`config.mk`:
```
export PLATFORM = sky130hd
export DESIGN_NAME = misr_sig_analyzer_flat
export DESIGN_NICKNAME = d
export VERILOG_FILES = /design/src/rtl/misr_sig_analyzer_if.sv /design/src/rtl/misr_sig_analyzer.sv /design/src/flat_wrapper.sv
export SDC_FILE = /design/constraint.sdc
export NUM_CORES = 1
export LEC_CHECK = 0
export BUFFER_PORTS_ARGS = -buffer_cell sky130_fd_sc_hd__clkbuf_2
export CAP_MARGIN = 15
export CORE_ASPECT_RATIO = 1.75
export CORE_MARGIN = 2
export CORE_UTILIZATION = 40
export CTS_CLUSTER_DIAMETER = 200
export DETAILED_ROUTE_END_ITERATION = 7
export GPL_TIMING_DRIVEN = 0
export SLEW_MARGIN = 40
export SYNTH_ARGS = -nofsm -noshare
export SYNTH_HDL_FRONTEND = slang
export SYNTH_SLANG_ARGS = --single-unit
```
`constraint.sdc`:
```
create_clock -name clk -period 5.33 [get_ports clk]
set_input_delay 0.533 -clock clk [delete_from_list [all_inputs] [get_ports clk]]
set_output_delay 0.533 -clock clk [all_outputs]
set_load 0.01 [all_outputs]
```
`src/rtl/misr_sig_analyzer_if.sv`:
```
`default_nettype none
// =============================================================================
// misr_sig_analyzer_if : run control, response bus and result bus of the MISR
// Rev 1.0
// =============================================================================
interface misr_sig_analyzer_if #(
    parameter int WIDTH = 4
);
    logic             start;
    logic             abort;
    logic             resp_valid;
    logic [WIDTH-1:0] resp;
    logic [WIDTH-1:0] golden;
    logic             busy;
    logic             done;
    logic             pass;
    logic [WIDTH-1:0] signature;
    logic [15:0]      count;

    modport master (
        output start, abort, resp_valid, resp, golden,
        input  busy, done, pass, signature, count
    );

    modport slave (
        input  start, abort, resp_valid, resp, golden,
        output busy, done, pass, signature, count
    );
endinterface
`default_nettype wire

```
`src/rtl/misr_sig_analyzer.sv`:
```
`default_nettype none
// =============================================================================
// misr_sig_analyzer : MISR response compactor with BIST run control and
//                     golden-signature compare
// Rev 1.0
// =============================================================================
module misr_sig_analyzer #(
    parameter int               WIDTH      = 4,
    parameter logic [WIDTH-1:0] POLY       = 4'b0011,
    parameter logic [WIDTH-1:0] SEED       = 4'b0000,
    parameter int               N_PATTERNS = 15
) (
    input  wire logic          clk,
    input  wire logic          rst_n,
    misr_sig_analyzer_if.slave bus
);

    typedef enum logic [1:0] {
        S_IDLE    = 2'd0,
        S_RUN     = 2'd1,
        S_COMPARE = 2'd2,
        S_DONE    = 2'd3
    } state_t;

    localparam logic [15:0] c_last_count = 16'(N_PATTERNS - 1);

    state_t           state_q, state_d;
    logic [WIDTH-1:0] sig_q, sig_d;
    logic [15:0]      count_q, count_d;
    logic             pass_q, pass_d;
    logic [WIDTH-1:0] w_misr_next;

    // Shift left, fold the dropped MSB back through the taps, then mix in the response.
    assign w_misr_next = {sig_q[WIDTH-2:0], 1'b0}
                       ^ (sig_q[WIDTH-1] ? POLY : '0)
                       ^ bus.resp;

    always_comb begin
        state_d = state_q;
        sig_d   = sig_q;
        count_d = count_q;
        pass_d  = pass_q;
        if (bus.abort) begin
            // Signature and count are left frozen so a debugger can inspect them.
            state_d = S_IDLE;
            pass_d  = 1'b0;
        end else begin
            case (state_q)
                S_IDLE, S_DONE: begin
                    if (bus.start) begin
                        state_d = S_RUN;
                        sig_d   = SEED;
                        count_d = '0;
                        pass_d  = 1'b0;
                    end
                end
                S_RUN: begin
                    if (bus.resp_valid) begin
                        sig_d   = w_misr_next;
                        count_d = count_q + 16'd1;
                        if (count_q == c_last_count) begin
                            state_d = S_COMPARE;
                        end
                    end
                end
                S_COMPARE: begin
                    pass_d  = (sig_q == bus.golden);
                    state_d = S_DONE;
                end
                default: state_d = S_IDLE;
            endcase
        end
    end

    always_ff @(posedge clk or negedge rst_n) begin
        if (!rst_n) begin
            state_q <= S_IDLE;
            sig_q   <= SEED;
            count_q <= '0;
            pass_q  <= 1'b0;
        end else begin
            state_q <= state_d;
            sig_q   <= sig_d;
            count_q <= count_d;
            pass_q  <= pass_d;
        end
    end

    assign bus.busy      = (state_q == S_RUN) || (state_q == S_COMPARE);
    assign bus.done      = (state_q == S_DONE);
    assign bus.pass      = (state_q == S_DONE) && pass_q;
    assign bus.signature = sig_q;
    assign bus.count     = count_q;

endmodule
`default_nettype wire
```
`src/flat_wrapper.sv`:
```
// flat-port wrapper written by rule: the top's interface ports become plain ports
module misr_sig_analyzer_flat 
#(
    parameter int               WIDTH      = 4,
    parameter logic [WIDTH-1:0] POLY       = 4'b0011,
    parameter logic [WIDTH-1:0] SEED       = 4'b0000,
    parameter int               N_PATTERNS = 15
)
  (clk, rst_n, bus_start, bus_abort, bus_resp_valid, bus_resp, bus_golden, bus_busy, bus_done, bus_pass, bus_signature, bus_count);
  misr_sig_analyzer_if #(.WIDTH(WIDTH)) bus_i ();
  input  wire logic clk;
  input  wire logic rst_n;
  input wire logic [$bits(bus_i.start)-1:0] bus_start;
  input wire logic [$bits(bus_i.abort)-1:0] bus_abort;
  input wire logic [$bits(bus_i.resp_valid)-1:0] bus_resp_valid;
  input wire logic [$bits(bus_i.resp)-1:0] bus_resp;
  input wire logic [$bits(bus_i.golden)-1:0] bus_golden;
  output wire logic [$bits(bus_i.busy)-1:0] bus_busy;
  output wire logic [$bits(bus_i.done)-1:0] bus_done;
  output wire logic [$bits(bus_i.pass)-1:0] bus_pass;
  output wire logic [$bits(bus_i.signature)-1:0] bus_signature;
  output wire logic [$bits(bus_i.count)-1:0] bus_count;
  assign bus_i.start = bus_start;
  assign bus_i.abort = bus_abort;
  assign bus_i.resp_valid = bus_resp_valid;
  assign bus_i.resp = bus_resp;
  assign bus_i.golden = bus_golden;
  assign bus_busy = bus_i.busy;
  assign bus_done = bus_i.done;
  assign bus_pass = bus_i.pass;
  assign bus_signature = bus_i.signature;
  assign bus_count = bus_i.count;
  misr_sig_analyzer #(.WIDTH(WIDTH), .POLY(POLY), .SEED(SEED), .N_PATTERNS(N_PATTERNS)) u_core (.clk(clk), .rst_n(rst_n), .bus(bus_i));
endmodule
```
After elaboration in Yosys (flattened, before gate mapping)
Cells that the tools add are included.
- flip-flop bits (word level): 23
- bits in latches: 0
- memory bits (writable): 0
- bits in read-only memories: 0
- input port bits: 13
- output and inout port bits: 23
- word-level logic and storage cells: 42
- memories: 0
- $add $sub $neg: 1
- multiply operators: 0
- div/mod/pow operators: 0
- magnitude comparators: 0
- eq/ne operators: 10
- shifts and indexed selects: 0
- multiplexer cells: 15
- bitwise logic cells: 3
- reduce and logical (&&, ||, !) cells: 9
- operators by type and width (operator ; count):
    $mux 16 ; 2
    $pmux 16 s2 ; 1
    $add 16x1->16 const B ; 1
    $eq 16x4->1 const B ; 1
    $mux 2 ; 5
    $mux 4 ; 2
    $pmux 4 s2 ; 1
    $xor 4x4->4 ; 2
    $ne 3x3->1 const B ; 2
    $pmux 2 s3 ; 1
    $eq 2x2->1 const B ; 2
    $eq 4x4->1 ; 1
    $ne 2x2->1 const B ; 2
    $reduce_and 4->1 ; 1
    $ne 3x2->1 const B ; 1
    $reduce_and 3->1 ; 1
    $reduce_bool 3->1 ; 1
    $eq 2x1->1 const B ; 1
    $logic_not 2->1 ; 1
    $mux 1 ; 2
    $pmux 1 s2 ; 1
    $reduce_and 2->1 ; 1
    $reduce_bool 2->1 ; 1
    $reduce_or 2->1 ; 1
    other kinds (3) ; 3

Longest topological paths before layout
Gate-level depths: netlist of run 1.
- depth after elaboration: 5
- mapped depth: 8
- depth with buffers taken out: 6

Worst setup path before layout of run 1
Ideal clock, no wire load.
- path kind: register to register
- from: reg u_core.state_q[0]
- to: reg u_core.count_q[2], in the netlist u_core.bus.count[2]
- setup time: 133 ps
- data arrival time: 1742 ps
- path slack: 3455 ps
- stages on the path, launching flop included: 9
- buffers on the path: 2
- clock period less this slack: 1875 ps
- cells stage by stage: dfrtp_1 -> inv_1 -> ha_1 -> nand2b_1 -> clkbuf_2 -> nand2_1 -> nor3_1 -> clkbuf_1 -> nor2_1
- cells in the longest elaborated chain, start to end: 4
- elaborated cells between the ends (all ways): 9
- ends and longest elaborated chain (what ; RTL line ; source):
    start: declaration ; misr_sig_analyzer.sv:27 ; state_t state_q, state_d;
    start signal: assignment ; misr_sig_analyzer.sv:82 ; state_q <= state_d;
    $eq 2x2->1 or $logic_not 2->1 (tied branches) ; misr_sig_analyzer.sv:48 ; case (state_q)
    $reduce_or 2->1 ; misr_sig_analyzer.sv:48 ;
    $ne 2x2->1 (no line) or $reduce_bool 2->1 (tied branches) ; - ;
    $reduce_and 4->1 (no line) ; - ;
    end signal: assignment ; misr_sig_analyzer.sv:84 ; count_q <= count_d;
    end: declaration ; misr_sig_analyzer.sv:29 ; logic [15:0] count_q, count_d;
Parallel ways exist; a longest one is shown, timed or not.
A chain may end at the register's enable or synchronous reset.

Final worst setup path of run 1
- from: reg u_core.state_q[0]
- to: reg u_core.count_q[6], in the netlist u_core.bus.count[6]
The elaborated chain is that of the path after synthesis.

==> results of run 1 <==
registers in the layout, indices dropped and copies added, names as in the netlist:
signal                count
u_core.pass_q             1
u_core.state_q            2
u_core.bus.count         16
u_core.bus.signature      4
report_power, final:
group	internal, uW	switching (uW)	total (uW)
sequential	199	36.3	235
combinational	76.2	109	185
clock	53.5	59.2	113
total	329	205	533
layout make-up:
class	count	area, sq um	share of cell area (%)
Inverter	9	33.78	2.052
Sequential cell	23	575.6	34.95
Timing Repair Buffer	35	175.2	10.64
Multi-Input combinational cell	111	733.2	44.53
Tap cell	45	56.30	3.419
Clock buffer	4	45.04	2.736
Buffer	5	27.53	1.672
routing by layer:
layer  track usage [%]  routed length, um  part of all wire [%]  vias to the layer above
met3             1.978                145                   4.3                        7
met2             34.74               1955                    58                       50
li1                  -                  -                     -                      622
met4             7.297                 62                   1.8                        0
met5                 0                  0                     0                        -
met1             21.56               1235                    36                      651
worst max-delay path: cells and delay by family (launching register included):
kind / cells / cell delay [ns]
buffers and inverters: 3 / 0.70
adder cells (fa/ha/maj): 1 / 0.33
flip-flops: 1 / 0.41
AO/OA/AOI/OAI: 1 / 0.10
AND/OR/NAND/NOR: 3 / 0.69
path summary, 6_finish.rpt:
| kind | startpoint | to | slack (ns) | cells past startpoint |
|---|---|---|---|---|
| max reg2reg | u_core.state_q[0] | u_core.bus.count[6] | 2.96 | 8 |
| min | rst_n | u_core.bus.count[11] | 0.25 | 1 |
| min reg2reg | u_core.pass_q | u_core.pass_q | 0.57 | 2 |
| min in group clk | bus_abort | u_core.state_q[1] | 0.49 | 2 |
| max in group asynchronous | rst_n | u_core.bus.count[5] | 4.68 | 1 |
| max | u_core.state_q[0] | u_core.bus.count[6] | 2.96 | 8 |
through the flow:
step / hold WS (ns) / util [%] / total power, uW
after floorplan: 0.2374 / - / 355.5
after global placement: 0.5433 / 48.12 / 417.9
after detailed placement: 0.5542 / 48.12 / 425.9
after CTS: 0.2756 / 49.47 / 537.2
after global routing: 0.2953 / 49.47 / 571.9
final: 0.2511 / 49.47 / 533.2
cell families after synthesis:
kind of cell,Yosys count,synth area share (%)
buffers and inverters,14,4.474
AOI/OAI and AO/OA,39,16.62
xor gates and xnor gates,10,6.392
DFF,23,42.01
adders and majority gates,6,5.479
and+or+nand+nor,56,25.02
layout by cell type, fill, tap and decap left out, drive strengths merged, types with 3 or more instances in the layout:
master and instances:
dfrtp 23, nand4 7, a21oi 16, xnor2 6, clkbuf 43, ha 6, and4 3, o21ai 12
or3 6, nand2 11, inv 9, xor2 4, nand3 7, nor2 5, or4 6, o31ai 10
==> flow_metrics.py, run 1 <==
metrics = {
    "global_route": {
        "grt_pass1_wl_um": 5437,
        "grt_use_total_pct": 19.25,
        "grt-ovfl-total": 0,
        "antenna_found_initial": 0,
        "grt_max_degree": 24,
        "grt_pass1_vias": 1227,
    },
    "clock_tree": {
        "ctsHoldBuffers": 0,
        "cts_tree": "built",
        "clkSinkCount": 23,
        "clk_root_buffer_cell": "clkbuf_8",
        "path_clk_slew_ns": 0.09,
        "ctsResizeCount": 0,
        "clk_latency_ns": 0.27,
        "postCtsSetupBuffers": 0,
        "numCtsBuffers": 3,
        "clk_path_buf_depth": 2,
        "htreeDepth": 1,
    },
    "synth": {
        "synth_seq_cells": 23,
        "ys_top_cells_by_area": "dfrtp_1, a21oi_1, ha_1",
        "synth_top_cell_area_share_pct": 42.01,
        "syn_nets": 167,
        "ys_warn_count": 0,
        "syn_avg_cell_area_sq_um": 9.257,
        "synth_edf_count": 0,
        "synth_area_sq_um": 1370,
        "synth_cells": 148,
        "synthDistinctLibCells": 29,
        "synth_common_cells": "dfrtp_1, a21oi_1, o21ai_0",
        "synth_flop_cell": "dfrtp_1",
        "synth.largest_area_cell": "dfrtp_1",
        "ys_seq_area_share_pct": 42.01,
        "yosysMostFrequentCell": "dfrtp_1",
        "async_reset_ff_share_pct": 100.0,
    },
    "timing": {
        "fin_setup_tns_ns": 0,
        "skew_ns": 0.005494,
        "slew_viol_final": 0,
        "setup_violations": 0,
        "worstMarginPinSlew_ns": 0.6450,
        "fin_crit_ns": 2.372,
        "fin_crit_sh_pct": 44.50,
        "grt_setup_unrepaired": "no",
        "fmax_ghz": 0.4216,
        "hold_violations": 0,
        "slew-limit-headroom_pct": 56.67,
        "worst_slack_ns": 2.958,
    },
    "placed_design": {
        "place_inst": 228,
        "gp_congestion": 0.8382,
        "port_buffers": 35,
        "pre_cts_ws_ns": 2.972,
        "hpwl_um": 2623,
        "dpl-instance-area_sq_um": 1602,
    },
    "detailed_routing": {
        "dr.pass1.iters": 4,
        "drc": 0,
        "wl_per_cell_um": 14.65,
        "vias_per_cell": 5.733,
        "drtIter0Drc": 35,
        "ant_nets": 0,
        "wl_um": 3398,
        "vias": 1330,
    },
    "setup_path": {
        "max_stage_delay_ns": 0.52,
        "cp_cell_sequence": "inv_1 -> ha_1 -> nand2b_1 -> clkbuf_2 -> nand2_1 -> nor3_1 -> clkbuf_1 -> a21oi_1",
        "cp-end-kind": "flop",
        "slowest_stage": "nor3_1",
        "cp_max_fo": 10,
        "worstPathRequired_ns": 5.46,
        "critPathKind": "reg -> reg",
        "cp.arrival_ns": 2.50,
        "cp-start-kind": "flop",
    },
    "power_and_ir_drop": {
        "power-per-cell-area_nw_per_um2": 323.8,
        "ir_drop_uv": 206.7,
        "leakagePower_uw": 0.0007449,
    },
    "layout": {
        "final_nets": 207,
        "nFillCells": 325,
        "drive_above_1_share_pct": 24.06,
        "num_antenna_cells": 0,
        "syn_to_final_growth_pct": 20.18,
        "fin_cells": 232,
        "final_area_sq_um": 1647,
    },
    "status": {
        "status": "complete, no violations",
    },
    "die": {
        "fp.dieW_um": 48.24,
        "io_pins": 36,
        "core_sq_um": 3328,
        "rows": 28,
        "die_area_sq_um": 3928,
        "initial_core_util_pct": 41.17,
        "die_h_um": 81.42,
    },
    "worst_hold_path": {
        "hold_path_class": "in -> async",
    },
    "job": {
        "drv_cap": 0,
    },
}
Power figures use the tool's default switching activity.
==> run 2: changes to the inputs <==
Settings changed: ABC_AREA from default to 1.
Clock period 5.33 ns to 1.9 ns, I/O delays scaled along.
==> flow_metrics.py, run 2 <==
metrics = {
    "status": {
        "status": "complete, no violations",
    },
    "setup_path": {
        "worstPathRequired_ns": 2.06,
        "slowest_stage": "dfrtp_1",
        "rr_startpoint": "u_core.state_q[0]",
        "crit_path_frequent_cell": "nand2_1",
        "cp_top_family": "simple AND/OR/NAND/NOR gates",
        "critPathKind": "reg -> reg",
        "cp-end-kind": "flop",
        "worstReg2RegEnd": "u_core.bus.count[7]",
        "r2r_slack_ns": 0.16,
        "cp_max_fo": 4,
        "max_stage_delay_ns": 0.39,
        "cp-start-kind": "flop",
        "crit_buf_inv": 1,
        "crit_path_start": "u_core.state_q[0]",
        "ff2ff_path_depth": 8,
        "cp_cell_sequence": "inv_1 -> ha_1 -> nand2_1 -> nand3_2 -> nor2_1 -> nand2_1 -> nand2_1 -> a21oi_1",
        "cp.arrival_ns": 1.90,
    },
    "detailed_routing": {
        "drtIter0Drc": 24,
        "wl_per_cell_um": 12.03,
        "drc": 0,
        "dr.pass1.iters": 4,
        "vias_per_cell": 4.834,
        "wl_um": 3778,
        "ant_nets": 0,
        "vias": 1518,
    },
    "layout": {
        "seqCellArea_sq_um": 575.6,
        "nFillCells": 399,
        "final_common_cell": "nand2_1",
        "final_cell_mix": "nand2_1, nor2_1, clkbuf_2, inv_1, dfrtp_1",
        "largest_reg_flops": 16,
        "drive_above_1_share_pct": 21.05,
        "syn_to_final_growth_pct": 21.23,
        "final_nets": 286,
        "num_antenna_cells": 0,
        "multiInputGateArea_sq_um": 834.6,
    },
    "synth": {
        "yosysMostFrequentCell": "nand2_1",
        "synthDistinctLibCells": 24,
        "async_reset_ff_share_pct": 100.0,
        "synth_top_family_by_area": "simple AND/OR/NAND/NOR gates",
        "synth_top_cell_area_share_pct": 37.13,
        "syn_nets": 240,
        "synthXorXnorAreaFrac_pct": 3.955,
        "synthMuxAreaShare_pct": 0,
        "synthSimpleGateAreaFrac_pct": 38.10,
        "synth_area_sq_um": 1550,
        "synthAdderAreaFrac_pct": 4.843,
        "synth_common_cells": "nand2_1, nor2_1, inv_1",
        "ys_top_cells_by_area": "dfrtp_1, nand2_1, nor2_1",
        "ys_seq_area_share_pct": 37.13,
        "ys_warn_count": 0,
        "syn_avg_cell_area_sq_um": 7.015,
        "synth_cells": 221,
        "synth_flop_cell": "dfrtp_1",
        "synth.largest_area_cell": "dfrtp_1",
        "synth_edf_count": 0,
        "synth_seq_cells": 23,
        "synth_compound_area_share_pct": 6.941,
    },
    "global_route": {
        "grt_pass1_wl_um": 6486,
        "grt_pass1_vias": 1436,
        "antenna_found_initial": 0,
        "grt_use_total_pct": 19.39,
        "grt_max_degree": 24,
        "grt-ovfl-total": 0,
    },
    "power_and_ir_drop": {
        "finalPower_uw": 1643,
        "power-per-cell-area_nw_per_um2": 874.5,
        "ir_drop_uv": 663.9,
        "leakagePower_uw": 0.001022,
    },
    "die": {
        "die_area_sq_um": 4409,
        "rows": 30,
        "fp.dieW_um": 51.06,
        "core_sq_um": 3791,
        "io_pins": 36,
        "die_h_um": 86.36,
        "initial_core_util_pct": 40.89,
    },
    "timing": {
        "grt_setup_unrepaired": "no",
        "worstMarginPinSlew_ns": 0.5779,
        "fin_crit_sh_pct": 91.54,
        "whs_ns": 0.2166,
        "hold_violations": 0,
        "skew_ns": 0.003715,
        "fin_crit_ns": 1.739,
        "setup_violations": 0,
        "fmax_ghz": 0.5750,
        "slew-limit-headroom_pct": 61.47,
        "fin_setup_tns_ns": 0,
        "slew_viol_final": 0,
    },
    "placed_design": {
        "gp_congestion": 0.8945,
        "port_buffers": 35,
        "hpwl_um": 3033,
    },
    "clock_tree": {
        "numCtsBuffers": 3,
        "clk_path_buf_depth": 2,
        "clk_latency_ns": 0.27,
        "path_clk_slew_ns": 0.08,
        "htreeDepth": 1,
        "clk_root_buffer_cell": "clkbuf_8",
        "clkSinkCount": 23,
        "cts_tree": "built",
    },
    "worst_hold_path": {
        "holdPathStages": 3,
        "hold_path_class": "in -> reg",
        "hold_start": "bus_resp[3]",
        "hold_path_end": "u_core.bus.signature[3]",
    },
    "job": {
        "drv_cap": 0,
    },
}
[run 2: final cells by class]
type	instances	area share, %
multi-input cells	163	44.41
well taps	48	3.196
plain buffers	2	0.8655
flip-flops and latches	23	30.63
repair buffers	41	11.85
clock inverters	1	0.2663
clock buffers	3	2.197
inverters	33	6.591
[run 2: metrics by stage]
stage / cell area, sq um / instances / setup WS [ns] / utilization (%)
finish: 1879 / 314 / 0.1608 / 49.57
global route: 1879 / 314 / 0.03051 / 49.57
CTS: 1842 / 309 / 0.1121 / 48.58
detailed placement: 1785 / 304 / 0.1200 / 47.10
floorplan: 1550 / 221 / 0.3873 / -
global placement: 1785 / 304 / 0.1369 / 47.10
[run 2: tightest hold or removal path, stage by stage]
cell	delay, ns
clkbuf_2	0.09
xnor2_1	0.10
o22ai_1	0.07
[run 2: routing by layer]
metal  global-route usage (%)  up-vias  wire, um
met4                    10.57        0       133
met2                    35.30       39      2066
met5                        0        -         0
li1                         -      780         -
met1                    21.23      687      1416
met3                    2.069       12       161
[run 2: report_power, final]
| part | switching, uW | internal [uW] |
|---|---|---|
| clock | 165 | 147 |
| combinational | 398 | 294 |
| sequential | 86.1 | 554 |
[run 2: cells by family (layout without fill, tap and decap cells)]
group / after synthesis / count (layout)
buffers and inverters: 35 / 80
XOR/XNOR: 7 / 7
AND/OR/NAND/NOR: 131 / 131
AO/OA/AOI/OAI: 19 / 19
adder cells (fa/ha/maj): 6 / 6
flip-flops: 23 / 23
[run 2: how the worst max path moves through the flow]
stage / to / slack [ns] / cells past startpoint
after floorplan: u_core.bus.count[9] / 0.39 / 9
after global placement: u_core.bus.signature[2] / 0.14 / 7
after detailed placement: u_core.bus.signature[0] / 0.12 / 7
after CTS: u_core.bus.signature[2] / 0.11 / 7
after global routing: u_core.bus.count[15] / 0.03 / 10
final: u_core.bus.count[7] / 0.16 / 8
[run 2: what timing repair did]
action | CTS | global route
buffers inserted | 0 | 5
setup endpoints to repair | 0 | 5
endpoints found under the hold margin | 23 | 0
hold buffers | 1 | 0
gates resized for setup | 0 | 0
==> run 3: changes to the inputs <==
Settings changed: CORE_ASPECT_RATIO 1.75 to 1.5.
==> flow_metrics.py, run 3 (same netlist as run 2, synthesis figures left out) <==
metrics = {
    "layout": {
        "drive_above_1_share_pct": 20.15,
        "final_nets": 283,
        "final_common_cell": "nand2_1",
        "final_cell_mix": "nand2_1, clkbuf_2, nor2_1, inv_1, dfrtp_1",
        "largest_reg_flops": 16,
        "syn_to_final_growth_pct": 19.45,
        "finish.utilization_pct": 50.29,
        "num_antenna_cells": 0,
    },
    "global_route": {
        "grt_max_degree": 24,
        "grt_pass1_vias": 1453,
        "grt_pass1_wl_um": 6265,
        "grt_use_total_pct": 19.35,
        "antenna_found_initial": 0,
        "grt-ovfl-total": 0,
    },
    "job": {
        "drv_cap": 0,
    },
    "clock_tree": {
        "numCtsBuffers": 3,
        "clkSinkCount": 23,
        "clk_root_buffer_cell": "clkbuf_8",
        "cts_tree": "built",
        "htreeDepth": 1,
        "clk_latency_ns": 0.26,
        "clk_path_buf_depth": 2,
        "path_clk_slew_ns": 0.09,
    },
    "timing": {
        "fin_crit_ns": 1.738,
        "grt_setup_unrepaired": "no",
        "slew-limit-headroom_pct": 60.89,
        "skew_ns": 0.001240,
        "fin_crit_sh_pct": 91.45,
        "worstMarginPinSlew_ns": 0.5867,
        "fmax_ghz": 0.5755,
        "setup_violations": 0,
        "fin_setup_tns_ns": 0,
        "slew_viol_final": 0,
        "hold_violations": 0,
    },
    "detailed_routing": {
        "met2_length_um": 1918,
        "vias": 1473,
        "dr_wl_met3_um": 140,
        "wl_met1_um": 1542,
        "wl_per_cell_um": 12.03,
        "drtIter0Drc": 23,
        "dr.pass1.iters": 4,
        "highest_layer": "met4",
        "ant_nets": 0,
        "vias_per_cell": 4.814,
        "wl_um": 3680,
        "drc": 0,
    },
    "placed_design": {
        "hpwl_um": 2896,
        "gp_congestion": 0.8792,
        "port_buffers": 35,
    },
    "die": {
        "fp.dieW_um": 54.83,
        "core_sq_um": 3682,
        "die_area_sq_um": 4400,
        "io_pins": 36,
        "initial_core_util_pct": 42.10,
        "die_h_um": 80.25,
        "rows": 27,
    },
    "setup_path": {
        "cp_max_fo": 7,
        "cp-end-kind": "flop",
        "crit_path_frequent_cell": "nand2_1",
        "cp.arrival_ns": 1.92,
        "cp-start-kind": "flop",
        "crit_buf_inv": 1,
        "critPathKind": "reg -> reg",
        "crit_path_start": "u_core.state_q[0]",
        "slowest_stage": "dfrtp_1",
        "rr_startpoint": "u_core.state_q[0]",
        "cp_cell_sequence": "inv_1 -> ha_1 -> nand2_1 -> nand2_1 -> nor2_4 -> nand2_1 -> o21ai_0",
        "cp_top_family": "simple AND/OR/NAND/NOR gates",
        "worstPathRequired_ns": 2.09,
        "max_stage_delay_ns": 0.41,
    },
    "power_and_ir_drop": {
        "ir_drop_uv": 589.1,
        "leakagePower_uw": 0.001004,
        "power-per-cell-area_nw_per_um2": 869.5,
    },
    "status": {
        "status": "complete, no violations",
    },
    "worst_hold_path": {
        "hold_start": "bus_resp[3]",
        "hold_path_class": "in -> reg",
    },
}
run 3: cell count changes in the layout (fill, tap and decap cells not counted), sizes merged:
cell	delta
buf	-3
clkbuf	+1
clkinv	-1
run 3: worst paths after layout:
kind | endpoint | slack [ns] | depth (start not counted)
max in group asynchronous | u_core.bus.count[11] | 1.07 | 2
worst max register to register | u_core.bus.signature[0] | 0.16 | 7
min in group asynchronous | u_core.bus.count[2] | 0.45 | 2
worst min register to register | u_core.pass_q | 0.49 | 2
worst max-delay path | u_core.bus.signature[0] | 0.16 | 7
worst min-delay path | u_core.bus.signature[3] | 0.22 | 3
run 3: timing repair:
| item | 4_1_cts | 5_1_grt |
|---|---|---|
| buffers inserted | 0 | 2 |
| gates resized for setup | 0 | 1 |
| hold buffers | 1 | 0 |
| hold endpoints to repair | 23 | 0 |
| endpoints found under the setup margin | 0 | 8 |
run 3: cell type report:
cell class | count | area (sq um)
timing repair buffer | 38 | 200.2
multi-input combinational | 163 | 837.1
tap | 43 | 53.80
buffer | 2 | 16.27
sequential | 23 | 575.6
fill | 396 | 1831
clock buffer | 4 | 45.04
inverter | 33 | 123.9
run 3: metal layers:
layer  track usage [%]  vias to the layer above
li1                  -                      774
met4             6.500                        0
met1             21.81                      651
met3             2.230                        6
met5                 0                        -
met2             35.48                       42
run 3: worst reg2reg max path, cell delays in order (launching register included):
cell     delay [ns]
dfrtp_1        0.41
inv_1          0.08
ha_1           0.32
nand2_1        0.15
nand2_1        0.11
nor2_4         0.23
nand2_1        0.18
o21ai_0        0.19
run 3: report_power, final:
group	total [uW]	switching (uW)	internal (uW)
Sequential	644	90.0	554
Clock	313	163	150
Combinational	653	391	261
run 3: stage by stage:
stage / setup WS (ns) / power (uW) / hold slack (ns) / std cells / area [sq um]
3_5_place_dp: 0.1339 / 1291 / 0.2353 / 299 / 1779
6_report: 0.1625 / 1610 / 0.2197 / 306 / 1852
3_3_place_gp: 0.1606 / 1283 / 0.2307 / 299 / 1779
2_1_floorplan: 0.3873 / 1081 / -0.1056 / 221 / 1550
4_1_cts: 0.1157 / 1608 / 0.2218 / 304 / 1834
5_1_grt: 0.006099 / 1750 / 0.2184 / 306 / 1852
